File: config.mk
export PLATFORM = sky130hd
export DESIGN_NAME = uart_rx_sampler
export DESIGN_NICKNAME = d
export VERILOG_FILES = /design/src/rtl/uart_pkg.sv /design/src/rtl/uart_baud_tick_gen.sv /design/src/rtl/uart_rx_sampler.sv
export SDC_FILE = /design/constraint.sdc
export NUM_CORES = 1
export LEC_CHECK = 0
export ABC_AREA = 0
export ABC_CLOCK_PERIOD_IN_PS = 1800
export BUFFER_PORTS_ARGS = -buffer_cell sky130_fd_sc_hd__buf_2
export CAP_MARGIN = 20
export CELL_PAD_IN_SITES_DETAIL_PLACEMENT = 1
export CELL_PAD_IN_SITES_GLOBAL_PLACEMENT = 2
export CORE_UTILIZATION = 34
export DETAILED_ROUTE_END_ITERATION = 16
export GPL_TIMING_DRIVEN = 1
export PLACE_DENSITY = 0.73
export REMOVE_ABC_BUFFERS = 1
export SYNTH_ARGS = -nofsm -noshare
export SYNTH_HDL_FRONTEND = slang
export SYNTH_SLANG_ARGS = --single-unit
File: constraint.sdc
create_clock -name clk_i -period 1.8 [get_ports clk_i]
set_input_delay 0.18 -clock clk_i [delete_from_list [all_inputs] [get_ports clk_i]]
set_output_delay 0.18 -clock clk_i [all_outputs]
set_load 0.05 [all_outputs]
File: src/rtl/uart_pkg.sv
// uart_pkg: shared state type, default oversample factor and baud divider helper for the UART receiver
package uart_pkg;
  typedef enum logic [1:0] {S_IDLE, S_START, S_RUN} t_rx_sampler_states;
  localparam int OVERSAMPLE_DEF = 16;
  function automatic int calc_div(input int clk_hz, input int baud, input int os);
    return clk_hz / (baud * os);
  endfunction
endpackage

File: src/rtl/uart_baud_tick_gen.sv
// uart_baud_tick_gen: one-cycle os tick every DIV clocks, phase reset by a synchronous clear
module uart_baud_tick_gen #(
  parameter int DIV = 2
) (
  input  logic clk_i,
  input  logic rst_i,
  input  logic clr_i,
  output logic tick_o
);
  localparam int W = (DIV > 1) ? $clog2(DIV) : 1;
  logic [W-1:0] r_cnt;
  logic w_wrap;
  assign w_wrap = r_cnt == W'(DIV - 1);
  assign tick_o = !clr_i && w_wrap;
  always_ff @(posedge clk_i)
    if (rst_i || clr_i || w_wrap) r_cnt <= '0;
    else r_cnt <= r_cnt + W'(1);
endmodule

File: src/rtl/uart_rx_sampler.sv
// uart_rx_sampler: synchronises rx, validates start bits, majority-votes bit centres and flags line breaks
module uart_rx_sampler
  import uart_pkg::*;
#(
  parameter int CLK_FREQ_HZ = 50_000_000,
  parameter int BAUD_RATE   = 115_200,
  parameter int OVERSAMPLE  = OVERSAMPLE_DEF,
  parameter int SYNC_STAGES = 2,
  parameter int BREAK_BITS  = 10
) (
  input  logic clk_i,
  input  logic rst_i,
  input  logic rx_i,
  input  logic is_rx_idle_i,
  output logic trigger_o,
  output logic sampled_start_o,
  output logic rx_bit_o,
  output logic start_glitch_o,
  output logic break_o
);
  localparam int DIV = calc_div(CLK_FREQ_HZ, BAUD_RATE, OVERSAMPLE);
  localparam int H = OVERSAMPLE / 2;
  localparam int BRK = BREAK_BITS * OVERSAMPLE;
  localparam int OW = $clog2(OVERSAMPLE + 1);
  localparam int BW = $clog2(BRK + 1);
  if (DIV < 2 || OVERSAMPLE < 8 || OVERSAMPLE % 2 != 0 || SYNC_STAGES < 2) begin : g_param_check
    $error("uart_rx_sampler: invalid parameters");
  end
  t_rx_sampler_states r_state, w_state_nx;
  logic [SYNC_STAGES-1:0] r_sync, r_vld;
  logic [OW-1:0] r_os, w_os_nx, w_n;
  logic [BW-1:0] r_brk, w_brk_nx;
  logic [1:0] r_smp, w_smp_nx;
  logic r_rx_d, r_armed, w_armed_nx;
  logic r_trig, r_sstart, r_bit, r_glitch, r_break;
  logic w_rx, w_rx_ok, w_fall, w_tick, w_start, w_in_start, w_smp, w_dec, w_maj, w_quit;
  assign w_rx = r_sync[SYNC_STAGES-1];
  assign w_rx_ok = w_rx && r_vld[SYNC_STAGES-1];
  assign w_fall = r_rx_d && !w_rx;
  assign w_start = r_state == S_IDLE && r_armed && is_rx_idle_i && w_fall;
  uart_baud_tick_gen #(.DIV(DIV)) u_tick (
    .clk_i(clk_i),
    .rst_i(rst_i),
    .clr_i(w_start),
    .tick_o(w_tick)
  );
  always_comb begin
    w_in_start = r_state == S_START;
    w_n = r_os + OW'(1);
    w_smp = w_tick && (w_in_start ? (w_n >= OW'(H - 1) && w_n <= OW'(H + 1))
                                  : (r_state == S_RUN && w_n >= OW'(OVERSAMPLE - 2)));
    w_dec = w_tick && (w_in_start ? w_n == OW'(H + 1) : (r_state == S_RUN && w_n == OW'(OVERSAMPLE)));
    w_maj = (r_smp[1] && r_smp[0]) || ((r_smp[1] || r_smp[0]) && w_rx);
    w_quit = r_state == S_RUN && !r_trig && is_rx_idle_i;
    w_state_nx = w_start ? S_START
               : w_quit ? S_IDLE
               : (w_dec && w_in_start) ? (w_maj ? S_IDLE : S_RUN)
               : r_state;
    w_armed_nx = w_rx_ok || (r_state == S_IDLE && r_armed);
    w_os_nx = (r_state == S_IDLE || w_dec) ? '0 : w_tick ? w_n : r_os;
    w_smp_nx = w_smp ? {r_smp[0], w_rx} : r_smp;
    w_brk_nx = w_rx ? '0 : (w_tick && r_brk != BW'(BRK)) ? r_brk + BW'(1) : r_brk;
  end
  always_ff @(posedge clk_i)
    if (rst_i) begin
      r_sync <= '1;
      r_vld <= '0;
      r_rx_d <= 1'b1;
      r_state <= S_IDLE;
      r_armed <= 1'b0;
      r_os <= '0;
      r_smp <= '1;
      r_brk <= '0;
      r_trig <= 1'b0;
      r_sstart <= 1'b0;
      r_bit <= 1'b1;
      r_glitch <= 1'b0;
      r_break <= 1'b0;
    end else begin
      r_sync <= {r_sync[SYNC_STAGES-2:0], rx_i};
      r_vld <= {r_vld[SYNC_STAGES-2:0], 1'b1};
      r_rx_d <= w_rx;
      r_state <= w_state_nx;
      r_armed <= w_armed_nx;
      r_os <= w_os_nx;
      r_smp <= w_smp_nx;
      r_brk <= w_brk_nx;
      r_trig <= w_dec && !w_quit && !(w_in_start && w_maj);
      r_sstart <= w_dec && w_in_start && !w_maj;
      r_bit <= w_dec ? w_maj : r_bit;
      r_glitch <= w_dec && w_in_start && w_maj;
      r_break <= !w_rx && w_brk_nx == BW'(BRK);
    end
  assign trigger_o = r_trig;
  assign sampled_start_o = r_sstart;
  assign rx_bit_o = r_bit;
  assign start_glitch_o = r_glitch;
  assign break_o = r_break;
endmodule

## Yosys cells after proc, flatten, opt, wreduce, memory -nomap -nowiden

Cells that the tools add are included.

| operators by class | value |
|---|---|
| $add $sub $neg | 3 |
| $mul | 0 |
| divide/modulo/power cells | 0 |
| order comparisons | 3 |
| eq/ne operators | 7 |
| shifts and indexed selects | 0 |
| muxes and demuxes | 9 |
| bitwise gates (word level) | 0 |
| reduce and logical (&&, ||, !) cells | 39 |

Operator list:

| kind | count |
|---|---|
| 1-bit logical AND | 23 |
| 8-bit two-way mux | 2 |
| 5-bit by 1-bit adder with 5-bit output (second input constant) | 2 |
| 5-bit == test (second input constant) | 2 |
| 8-bit by 1-bit adder with 8-bit output (second input constant) | 1 |
| 8-bit == test (second input constant) | 1 |
| 8-bit != test (second input constant) | 1 |
| 1-bit logical NOT | 6 |
| 1-bit logical OR | 6 |
| 1-bit two-way mux | 6 |
| 5-bit by 4-bit == test with 1-bit output (second input constant) | 1 |
| 5-bit by 3-bit greater-or-equal comparator with 1-bit output (second input constant) | 1 |
| 5-bit by 4-bit greater-or-equal comparator with 1-bit output (second input constant) | 1 |
| 5-bit by 4-bit <= comparator with 1-bit output (second input constant) | 1 |
| 3-bit nonzero test | 1 |
| 3-bit OR reduction | 1 |
| 2-bit by 1-bit == test with 1-bit output (second input constant) | 1 |
| 2-bit == test (second input constant) | 1 |
| 2-bit logical NOT | 1 |
| 2-bit two-way mux | 1 |
| 2-bit OR reduction | 1 |

| word-level totals | value |
|---|---|
| bits in registers | 33 |
| latch bits | 0 |
| bits in writable memories | 0 |
| bits in read-only memories | 0 |
| input bits | 4 |
| memories | 0 |

## Logic depth before layout (Yosys ltp)

| logic depth | value |
|---|---|
| depth in word-level cells | 11 |
| mapped depth | 7 |
| depth with buffers taken out | 7 |

## Cells and area by module

From an unflattened synthesis, not the netlist that was laid out.

| unflattened totals | value |
|---|---|
| cells, all modules | 180 |
| area, all modules | 1631.6 um^2 |

By module, submodules not included:

| module | instances | cells an instance | area an instance (um^2) | seq. area each (um^2) |
|---|---|---|---|---|
| uart_rx_sampler | 1 | 158 | 1425.1 | 560.5 |
| uart_baud_tick_gen | 1 | 22 | 206.4 | 100.1 |

## Worst setup path after synthesis

OpenSTA, ideal clock, no wires.

| timing path | value |
|---|---|
| path type | register to register |
| start | register r_os[0] |
| end | register r_state[1] |
| arrival | 1.642 ns |
| required time | 1.704 ns |
| setup slack | 0.062 ns |
| cell stages (with the launch flop) | 7 |
| period minus slack after synthesis | 1.738 ns |
| cells stage by stage | dfxtp_1 > ha_1 > nand3_1 > xnor2_1 > nand4_1 > a21o_1 > o41ai_2 |

| on the way | value |
|---|---|
| word-level cells in the longest chain between the ends | 6 |

Ends and longest elaborated chain:

| what | RTL line | RTL |
|---|---|---|
| start: declaration | uart_rx_sampler.sv:31 | `logic [OW-1:0] r_os, w_os_nx, w_n;` |
| start signal: assignment | uart_rx_sampler.sv:85 | `r_os <= w_os_nx;` |
| 5-bit by 1-bit adder with 5-bit output (*) | uart_rx_sampler.sv:49 | `w_n = r_os + OW'(1);` |
| 5-bit == test | uart_rx_sampler.sv:52 | `w_dec = w_tick && (w_in_start ? w_n == OW'(H + 1) : (r_state == S_RUN && w_n == OW'(OVERSAMPLE)));` |
| 1-bit logical AND | uart_rx_sampler.sv:52 |  |
| 1-bit two-way mux (*) | uart_rx_sampler.sv:52 |  |
| 1-bit logical AND (*) | uart_rx_sampler.sv:52 |  |
| 1-bit logical AND (*) | uart_rx_sampler.sv:57 | `: (w_dec && w_in_start) ? (w_maj ? S_IDLE : S_RUN)` |
| end signal: assignment | uart_rx_sampler.sv:83 | `r_state <= w_state_nx;` |
| end: declaration | uart_rx_sampler.sv:29 | `t_rx_sampler_states r_state, w_state_nx;` |

Every way passes the cells marked *; elsewhere a longest branch is shown, timed or not.
A chain may end at the register's enable or synchronous reset.

## Worst setup path after layout

| timing path | value |
|---|---|
| start | register u_tick.r_cnt[0] |
| end | register r_break, in the netlist break_o |

| on the way | value |
|---|---|
| word-level cells in the longest chain between the ends | 7 |

Ends and longest elaborated chain:

| what | RTL line | RTL |
|---|---|---|
| start: declaration | uart_baud_tick_gen.sv:11 | `logic [W-1:0] r_cnt;` |
| start signal: assignment | uart_baud_tick_gen.sv:17 | `else r_cnt <= r_cnt + W'(1);` |
| 5-bit == test | uart_baud_tick_gen.sv:13 | `assign w_wrap = r_cnt == W'(DIV - 1);` |
| 1-bit logical AND | uart_baud_tick_gen.sv:14 | `assign tick_o = !clr_i && w_wrap;` |
| 1-bit logical AND | uart_rx_sampler.sv:62 | `w_brk_nx = w_rx ? '0 : (w_tick && r_brk != BW'(BRK)) ? r_brk + BW'(1) : r_brk;` |
| 8-bit two-way mux (2 in series) | uart_rx_sampler.sv:62 |  |
| 8-bit == test | uart_rx_sampler.sv:92 | `r_break <= !w_rx && w_brk_nx == BW'(BRK);` |
| 1-bit logical AND | uart_rx_sampler.sv:92 |  |
| end signal: assignment | uart_rx_sampler.sv:92 |  |
| end: declaration | uart_rx_sampler.sv:35 | `logic r_trig, r_sstart, r_bit, r_glitch, r_break;` |

Every way passes these cells.

==> metrics.cfg <==
[floorplan]
rows=25
die_h_um=72.8
ios=9
die-area_um2=5300
coreArea_um2=4790
fp.dieW_um=72.8
start_util_pct=35.6

[place]
port_buffers=8
dp_hpwl_um=2950
dpl.cell_count=266
gp_congestion=0.744
place_ws_ps=-144

[worst_hold_path]
min_path_type=input pin to flip-flop
worstHoldPathCells=2

[power]
ir_drop_v=0.000481
p_leak_nw=0.852
seq_power_share_pct=49.0
power_switching_mw=0.308
powerDensity_nw_per_um2=697
power.share.clock_pct=46.4
comb_power_share_pct=4.6
p_int_mw=1.23
p_sw_share_pct=20.1
total_power_mw=1.53

[logic_synthesis]
synth_seq_cells=33
syn_area_per_cell_um2=9.36
seq_area_frac_synth_pct=38.8
yosysWarnings=0
synthArstFlopShare_pct=0
ys.flop_type=dfxtp_1
synth_edf_count=0
netlist_area_um2=1700
netlist_instances=182
yosysUniqueCellTypes=42

[job]
maxCapViolCount=0

[grt]
grt_pass1_vias=1397
grt.overflow.total=0
grt_pass1_wl_um=6450
grt_start_max_net_pins=16
track_usage_pct=16.1
antenna_found_initial=0

[clock_tree]
clock-sinks=33
clk_pin_slew_worst_paths_ps=70
htreeDepth=2
clockBufferDepth=2
cts_buffers=5
cts_tree=built
clk_latency_ps=280
root_buffer=clkbuf_8
ctsHoldBuffers=0

[worst_setup_path]
required_ps=1990
crit_arrival_ps=2000
crit_path_max_fanout=4
reg2reg_depth=8
critPathLaunchType=flip-flop
path_class=flip-flop to flip-flop
setup.worst_path.end_class=flip-flop

[timing]
slew_violations=0
hold_viol_final=0
setup_ws_ps=-7.50
slew_headroom_pct=77.5
final-setup-viol-count=1
fin_crit_ps=1810
tightest_slew_ps=338
fmax_ghz=0.553
rsz0062_at_grt=yes
skew_ps=10.1
post-route-period-util_pct=100

[cells_and_area]
regArea_um2=669
areaGrowthSynthToFinish_pct=29.1
final_cell_mix=dfxtp_1 (28), nor2_1 (23), buf_4 (20), nand2_1 (11), nand3_1 (10)
multi_input_area_um2=1070
final_common_cell=dfxtp_1
fin_nets=228
fill_cells=564
layout.cells.non_filler=283
diodes=0
drive_above_1_share_pct=32.9

[routing]
drt_drc_violations_left=0
ant_nets=0
drt-initial-drc-count=17
avgViaCountPerCell=4.88
wl_per_cell_um=13.9
drt-total-wl_um=3930
vias=1382
firstDrtPassIters=4

[run_status]
violations=negative setup slack
outcome=finished, violations left

[metrics by stage]
| step | hold WS [ps] | setup TNS (ps) | utilization [%] | area (µm²) |
|---|---|---|---|---|
| 2_1_floorplan | 252 | 0 | - | 1670 |
| 3_3_place_gp | 364 | 0 | 39.6 | 1890 |
| 3_5_place_dp | 368 | -285 | 39.6 | 1890 |
| 4_1_cts | 70.6 | 0 | 42.4 | 2030 |
| 5_1_grt | 72.0 | -162 | 46.0 | 2200 |
| 6_report | 80.7 | -7.50 | 46.0 | 2200 |
[final timing paths]
| kind | startpoint | endpoint | slack (ps) |
|---|---|---|---|
| setup reg to reg | u_tick.r_cnt[0] | break_o | -7 |
| hold reg to reg | r_sync[0] | r_sync[1] | 420 |
| hold / removal | rx_i | r_sync[0] | 80 |
| setup / recovery | u_tick.r_cnt[0] | break_o | -7 |
[what timing repair did]
action | in CTS | in global routing
setup buffers | 1 | 8
setup endpoints to repair | 4 | 13
pin swaps | 1 | 9
gates resized for setup | 4 | 21
[critical path: stages, from the launching register on]
cell and delay [ps]:
dfxtp_2 340, inv_2 60, ha_4 130, nand4b_4 160, buf_6 160, a2111oi_4 340, and3_1 230, o21ai_2 70
nor4_2 240
[layer usage]
layer / GRT usage (%) / part of all wire (%) / vias to the layer above
met2: 28.1 / 51 / 14
met4: 6.54 / 1.4 / 0
met1: 18.9 / 45 / 671
met3: 3.73 / 2.3 / 6
li1: - / - / 691
met5: 0 / 0 / -
[area by class of cell]
cell class | instances | share of cell area, %
Multi-Input combinational cell | 136 | 48.7
Sequential cell | 33 | 30.4
Timing Repair Buffer | 30 | 10.1
Tap cell | 67 | 3.81
Clock buffer | 6 | 3.75
Clock inverter | 2 | 1.71
Inverter | 9 | 1.54
[flip-flops by register name, indices dropped and copies added, names as in the netlist, 2 cells and up]
| register | cells |
|---|---|
| r_brk | 8 |
| r_os | 5 |
| u_tick.r_cnt | 5 |
| r_smp | 2 |
| r_state | 2 |
| r_sync | 2 |
| r_vld | 2 |
[Yosys cell counts, drive strengths merged, types with 3 or more instances]
cell type,instances,share of area (%)
nand3,12,3.5
mux2i,6,3.5
nor3,8,2.3
xnor2,12,7.0
nand4,3,1.1
nor2,23,5.1
o21ai,6,1.8
xor2,9,4.6
a21oi,6,2.4
inv,8,1.8
nor2b,4,1.5
dfxtp,33,39
a211oi,4,1.8
ha,9,6.6
nand2,12,2.8
[kinds of logic (layout without fill, tap and decap cells)]
| group | after synthesis | count (layout) | synth area share, % |
|---|---|---|---|
| AND/OR/NAND/NOR | 76 | 76 | 23.9 |
| flip-flops | 33 | 33 | 38.8 |
| AO/OA/AOI/OAI | 23 | 23 | 11.1 |
| XOR/XNOR | 21 | 21 | 11.7 |
| buffers and inverters | 13 | 47 | 3.82 |
| adder cells (fa/ha/maj) | 10 | 10 | 7.20 |
| multiplexers | 6 | 6 | 3.52 |
[power by group through the flow]
| stage | clock (mW) | sequential, mW | combinational [mW] |
|---|---|---|---|
| floorplan | 0 | 0.766 | 0.0322 |
| global placement | 0 | 0.766 | 0.0510 |
| detailed placement | 0 | 0.767 | 0.0527 |
| CTS | 0.736 | 0.751 | 0.0531 |
| global route | 0.777 | 0.752 | 0.0773 |
| finish | 0.711 | 0.752 | 0.0706 |
No activity file was read; power rests on OpenSTA's default activity.
